## src/rtl/regfile_wb_arbiter.sv

```systemverilog
// Register-file write-port arbiter: the WB stage always wins; long-latency results wait in a
// 2-entry in-order FIFO, with a stall request once the head has aged. Define RF_ARB_STATS_EN for counters.
module regfile_wb_arbiter #(
  parameter int MAX_WAIT = 4
) (
  input  logic        clk,
  input  logic        rst_n,
  input  logic        pipe_we,
  input  logic [4:0]  pipe_waddr,
  input  logic [31:0] pipe_wdata,
  input  logic        lu_valid,
  input  logic [4:0]  lu_waddr,
  input  logic [31:0] lu_wdata,
  output logic        lu_ready,
  output logic        rf_we,
  output logic [4:0]  rf_waddr,
  output logic [31:0] rf_wdata,
  output logic        stall_req,
  output logic [31:0] pend_mask,
  output logic        protocol_err,
  output logic [15:0] stall_cnt,
  output logic [15:0] lu_wr_cnt
);

  localparam logic [1:0] IDLE  = 2'd0;
  localparam logic [1:0] PEND  = 2'd1;
  localparam logic [1:0] STALL = 2'd2;
  localparam logic [3:0] MAX_AGE = 4'(MAX_WAIT);

  function automatic logic [31:0] dec5(input logic [4:0] a);
    dec5 = 32'd1 << a;
  endfunction

  logic [1:0]  cnt_q, cnt_d;
  logic [3:0]  age_q, age_d;
  logic [1:0]  state_q, state_d;
  logic        perr_q, perr_d;
  logic [31:0] pend_q, pend_d;
  logic [4:0]  e0_addr_q, e0_addr_d, e1_addr_q, e1_addr_d;
  logic [31:0] e0_data_q, e0_data_d, e1_data_q, e1_data_d;
  logic        accept, enq, pop;
  logic [1:0]  level;

  // Handshake and write-port selection; rf passes the pipe through whenever the FIFO is empty.
  always_comb begin
    lu_ready = rst_n && (cnt_q != 2'd2);
    accept   = lu_valid && lu_ready;
    enq      = accept && (lu_waddr != 5'd0);
    pop      = !pipe_we && (cnt_q != 2'd0);
    rf_we    = pipe_we || (cnt_q != 2'd0);
    if (pipe_we || (cnt_q == 2'd0)) begin
      rf_waddr = pipe_waddr;
      rf_wdata = pipe_wdata;
    end else begin
      rf_waddr = e0_addr_q;
      rf_wdata = e0_data_q;
    end
  end

  // FIFO next state: pop shifts entry 1 forward, enqueue lands behind whatever remains.
  always_comb begin
    e0_addr_d = e0_addr_q;
    e0_data_d = e0_data_q;
    e1_addr_d = e1_addr_q;
    e1_data_d = e1_data_q;
    level     = cnt_q - {1'b0, pop};
    if (pop) begin
      e0_addr_d = e1_addr_q;
      e0_data_d = e1_data_q;
    end
    if (enq) begin
      if (level == 2'd0) begin
        e0_addr_d = lu_waddr;
        e0_data_d = lu_wdata;
      end else begin
        e1_addr_d = lu_waddr;
        e1_data_d = lu_wdata;
      end
    end
    cnt_d = level + {1'b0, enq};
  end

  // Head age, FSM, sticky error and pending mask.
  always_comb begin
    age_d = age_q;
    if (pop || (cnt_q == 2'd0)) begin
      age_d = 4'd0;
    end else if (age_q != MAX_AGE) begin
      age_d = age_q + 4'd1;
    end

    state_d = PEND;
    if (cnt_d == 2'd0) begin
      state_d = IDLE;
    end else if (age_d == MAX_AGE) begin
      state_d = STALL;
    end

    perr_d = perr_q || (pipe_we && (state_q == STALL));

    pend_d = 32'd0;
    if (cnt_d != 2'd0) begin
      pend_d = pend_d | dec5(e0_addr_d);
    end
    if (cnt_d == 2'd2) begin
      pend_d = pend_d | dec5(e1_addr_d);
    end
  end

  always_ff @(posedge clk or negedge rst_n) begin
    if (!rst_n) begin
      cnt_q   <= 2'd0;
      age_q   <= 4'd0;
      state_q <= IDLE;
      perr_q  <= 1'b0;
      pend_q  <= 32'd0;
    end else begin
      cnt_q   <= cnt_d;
      age_q   <= age_d;
      state_q <= state_d;
      perr_q  <= perr_d;
      pend_q  <= pend_d;
    end
  end

  // Payload needs no reset: the count register qualifies every use of it.
  always_ff @(posedge clk) begin
    e0_addr_q <= e0_addr_d;
    e0_data_q <= e0_data_d;
    e1_addr_q <= e1_addr_d;
    e1_data_q <= e1_data_d;
  end

  assign stall_req    = (state_q == STALL);
  assign pend_mask    = pend_q;
  assign protocol_err = perr_q;

`ifdef RF_ARB_STATS_EN
  logic [15:0] stall_cnt_q, stall_cnt_d;
  logic [15:0] lu_wr_cnt_q, lu_wr_cnt_d;

  always_comb begin
    stall_cnt_d = stall_cnt_q;
    lu_wr_cnt_d = lu_wr_cnt_q;
    if ((state_q == STALL) && (stall_cnt_q != 16'hFFFF)) begin
      stall_cnt_d = stall_cnt_q + 16'd1;
    end
    if (pop && (lu_wr_cnt_q != 16'hFFFF)) begin
      lu_wr_cnt_d = lu_wr_cnt_q + 16'd1;
    end
  end

  always_ff @(posedge clk or negedge rst_n) begin
    if (!rst_n) begin
      stall_cnt_q <= 16'd0;
      lu_wr_cnt_q <= 16'd0;
    end else begin
      stall_cnt_q <= stall_cnt_d;
      lu_wr_cnt_q <= lu_wr_cnt_d;
    end
  end

  assign stall_cnt = stall_cnt_q;
  assign lu_wr_cnt = lu_wr_cnt_q;
`else
  assign stall_cnt = 16'd0;
  assign lu_wr_cnt = 16'd0;
`endif

endmodule
```

## config.mk

```make
export PLATFORM = sky130hd
export DESIGN_NAME = regfile_wb_arbiter
export DESIGN_NICKNAME = d
export VERILOG_FILES = /design/src/rtl/regfile_wb_arbiter.sv
export SDC_FILE = /design/constraint.sdc
export NUM_CORES = 1
export LEC_CHECK = 0
export BUFFER_PORTS_ARGS = -buffer_cell sky130_fd_sc_hd__buf_2
export CAP_MARGIN = 25
export CORE_ASPECT_RATIO = 0.6
export CORE_MARGIN = 5
export CORE_UTILIZATION = 34
export DETAILED_ROUTE_END_ITERATION = 10
export GPL_TIMING_DRIVEN = 0
export MAX_ROUTING_LAYER = met4
export PLACE_DENSITY_LB_ADDON = 0.15
export SYNTH_ARGS = -nofsm -noshare
export SYNTH_HDL_FRONTEND = slang
export SYNTH_SLANG_ARGS = --single-unit
```

## constraint.sdc

```tcl
create_clock -name clk -period 3.2 [get_ports clk]
set_input_delay 0.96 -clock clk [delete_from_list [all_inputs] [get_ports clk]]
set_output_delay 0.96 -clock clk [all_outputs]
set_load 0.02 [all_outputs]
```

==> results.md <==
- First-pass GRT wire length: 28600 um
- Port Buffers: approximately 150
- Die area: between 15000 and 20000 sq um
- Worst-Skew Late Latency: 0.41 ns
- FF+latch count, synth: between 100 and 150
- Worst setup EP type: primary output
- Crit. Startpoint: pipe_we
- Final Non-Filler Cells: 1074
- Worst Path Buf+Inv: 5
- Final Skew: ~0.0088 ns
- Critical Path AT: about 2.2 ns
- DP Worst Slack: -1.05 ns
- Crit path depth: 8
- Critical-path cell list: buf_2, o21bai_4, buf_4, buf_8, buf_4, nand2_1, nand2_1, buf_2
- Diodes inserted: 0
- CTS Root Cell: clkbuf_16
- EDFF count, synth: 32
- Register area: between 2000 and 3000 sq um
- Footprint of the multi-input gates: 2580 sq um
- Share of cells above drive strength 1: 0.335
- Clock share of power: 0.257
- 1st-iter DRT viols: about 440
- Core area: 16200 sq um
- Placed cells: 1026
- Worst R2R Setup Slack: about 0.13 ns
- Capturing element of the worst setup path: rf_wdata[3]
- Pint: between 4 and 5 mW
- Hold buffers post-CTS: 0
- Post-route setup slack: 0.0808 ns
- Slew @ Worst Pin: around 0.73 ns
- Pwr/cell area: between 900 and 1000 nW/um^2
- Die X: between 150 and 200 um
- RSZ-0062 raised after global routing: true
- Final Slew Violations: 0
- Die height: ~110 um
- Routed via count: about 5.4k
- GRT Overall Usage: 0.197
- CP max stage cell: buf_4
- Max incr delay on CP: 0.22 ns
- Routed length per instance: around 17 um
- Static leakage: 3.65 nW
- Drt first pass iters: 5
- Share of the synthesized area in the top cell type: 0.184
- Largest delay share family, worst path: buffers and inverters
- Ports: 183
- Most common cell after layout, fill and taps aside: nand2_1
- Final Cycle Share: 0.975
- Placer Congestion: 0.928
- Comb pwr share: 0.453
- Largest net degree at the start of global routing: 46
- Final setup fails: 0
- CP Max Fanout: 19
- Syn Area/Cell: 8.73 sq um
- Initial antenna violation count: 0
- DP HPWL: about 13000 um
- Largest cells by area after synthesis: dfrtp_1 (18%), edfxtp_1 (17%), dfxtp_1 (15%), nand2_1 (13%), buf_4 (4.6%)
- Ys async rst share: 0.357
- Grt total ovfl: 0
- CP Launch Type: input port
- Vias in the first global route: 5157
- Slew margin rel.: 0.505
- Critical path class: in2out
- Final hold vios: 0
- Reg2Reg Capture Point: pend_mask[15]
- CTS Sinks: 115
- Synthesized area: ~5600 sq um
- Status: completed
- Clock Path Buffers: 2
- VDD IR max: slightly below 0.0004 V
- Post-route DRC violation count: 0
- Min-Delay Path Class: in2async
- Max-cap check violation count: 0
- Register area share after synthesis: 0.507
- Area added between synthesis and finish: 38.3%
- CTS Buf Count: 17
- Worst-path clk slew: 0.06 ns
- Ys flop type: dfxtp_1
- NumNets Final: 934
- Initial Util: 0.345
- Ys Warns: 0
- Cell Area, Placed: ~6700 sq um
- Rows: 36
- Vias per cell: ~5.0
- CTS HTree Levels: 4
- Yosys top cell by area: dfrtp_1
- Sequential power share: 0.290
- FMAX: around 320 MHz
- Minimum clock period: 3.12 ns
- Syn Inst Count: about 640
- Fill cell count: about 1.6k
- CTS tree: done
- P_sw: between 3 and 4 mW
- Routed WL: 18500 um
- Final Cell Area: 7710 sq um
- Worst reg-to-reg path cell count: 13
- Synth unique cells: 51
- Worst path required time: 2.24 ns
- Most frequent cells in the layout: nand2_1 (191), buf_2 (157), nor2_1 (54)
- Post-DRT Antenna Nets: 0
- Switching part of the total: 0.415
- R2R Path Start: cnt_q[1]
layer usage:
layer,track usage,part of all wire,vias up
li1,-,-,2568
met1,0.291,0.50,2522
met2,0.273,0.42,243
met3,0.0440,0.075,17
met4,0.0476,0.0093,0
met5,-,0,-
logic make-up (layout without fill, tap and decap cells):
kind of cell             count (synthesis)  after routing  synth area share
adder cells (fa/ha/maj)                  4              4           0.00898
XOR/XNOR                                 2              2           0.00583
multiplexers                             7              7            0.0171
AND/OR/NAND/NOR                        307            307             0.234
other                                    1             32          0.000672
AO/OA/AOI/OAI                          119            119             0.142
flip-flops                             115            115             0.507
buffers and inverters                   84            279            0.0839
how the worst min path moves through the flow:
stage                       from           end
global placement    protocol_err  protocol_err
finish                     rst_n    state_q[0]
floorplan           e0_data_q[0]  e0_data_q[0]
global route               rst_n      age_q[3]
detailed placement  protocol_err  protocol_err
CTS                 protocol_err  protocol_err
area by class of cell:
| cell class | instances | share of cell area |
|---|---|---|
| timing repair buffer | 163 | 0.114 |
| buffer | 70 | 0.0631 |
| inverter | 13 | 0.00746 |
| sequential | 115 | 0.367 |
| clock buffer | 19 | 0.0602 |
| multi-input combinational | 471 | 0.335 |
| timing repair inverter | 1 | 0.000973 |
| clock inverter | 13 | 0.0190 |
| tap | 209 | 0.0339 |
timing repair:
| action | in CTS | in global routing |
|---|---|---|
| setup buffers | 8 | 8 |
| cloned | 1 | 0 |
| endpoints found under the setup margin | 142 | 103 |
| pin swaps | 5 | 4 |
| resized for setup | 45 | 22 |
Yosys cell counts, types with 3 or more instances:
cell type	number
o22ai_1	32
clkbuf_1	14
o21ai_1	5
dfxtp_1	42
buf_2	14
nor2_1	55
a31oi_1	36
nand3_1	12
ha_1	4
mux2i_1	5
nor2b_1	3
nand3b_1	4
nand2_1	191
o211ai_1	4
dfrtp_1	41
or3_1	7
a41oi_1	3
inv_1	12
nand2b_1	8
a21oi_1	13
nor4_1	4
buf_1	8
o21ai_0	12
a21o_1	3
edfxtp_1	32
nor3_1	13
buf_4	34
stage by stage:
stage	setup TNS [ns]	utilization	power, mW	hold WS (ns)
6_report	0	0.477	7.63	0.442
3_5_place_dp	-102.86	0.414	5.21	0.442
2_1_floorplan	0	-	4.23	0.451
3_3_place_gp	-95.75	0.414	5.14	0.438
5_1_grt	-0.0206	0.477	8.08	0.467
4_1_cts	0	0.465	7.41	0.458
power groups by stage:
stage	combinational, mW	clock (mW)	sequential (mW)
3_3_place_gp	2.93	0	2.22
4_1_cts	3.21	1.99	2.21
3_5_place_dp	2.97	0	2.24
6_report	3.46	1.96	2.21
2_1_floorplan	1.92	0	2.31
5_1_grt	3.75	2.08	2.26
sequential cells by signal (all words and copies together) (netlist names):
name and count:
e1_data_q 32, cnt_q 2, pend_mask 32, state_q 2, protocol_err 1, e0_data_q 32
age_q 4, e1_addr_q 5, e0_addr_q 5
Power figures use the tool's default switching activity.
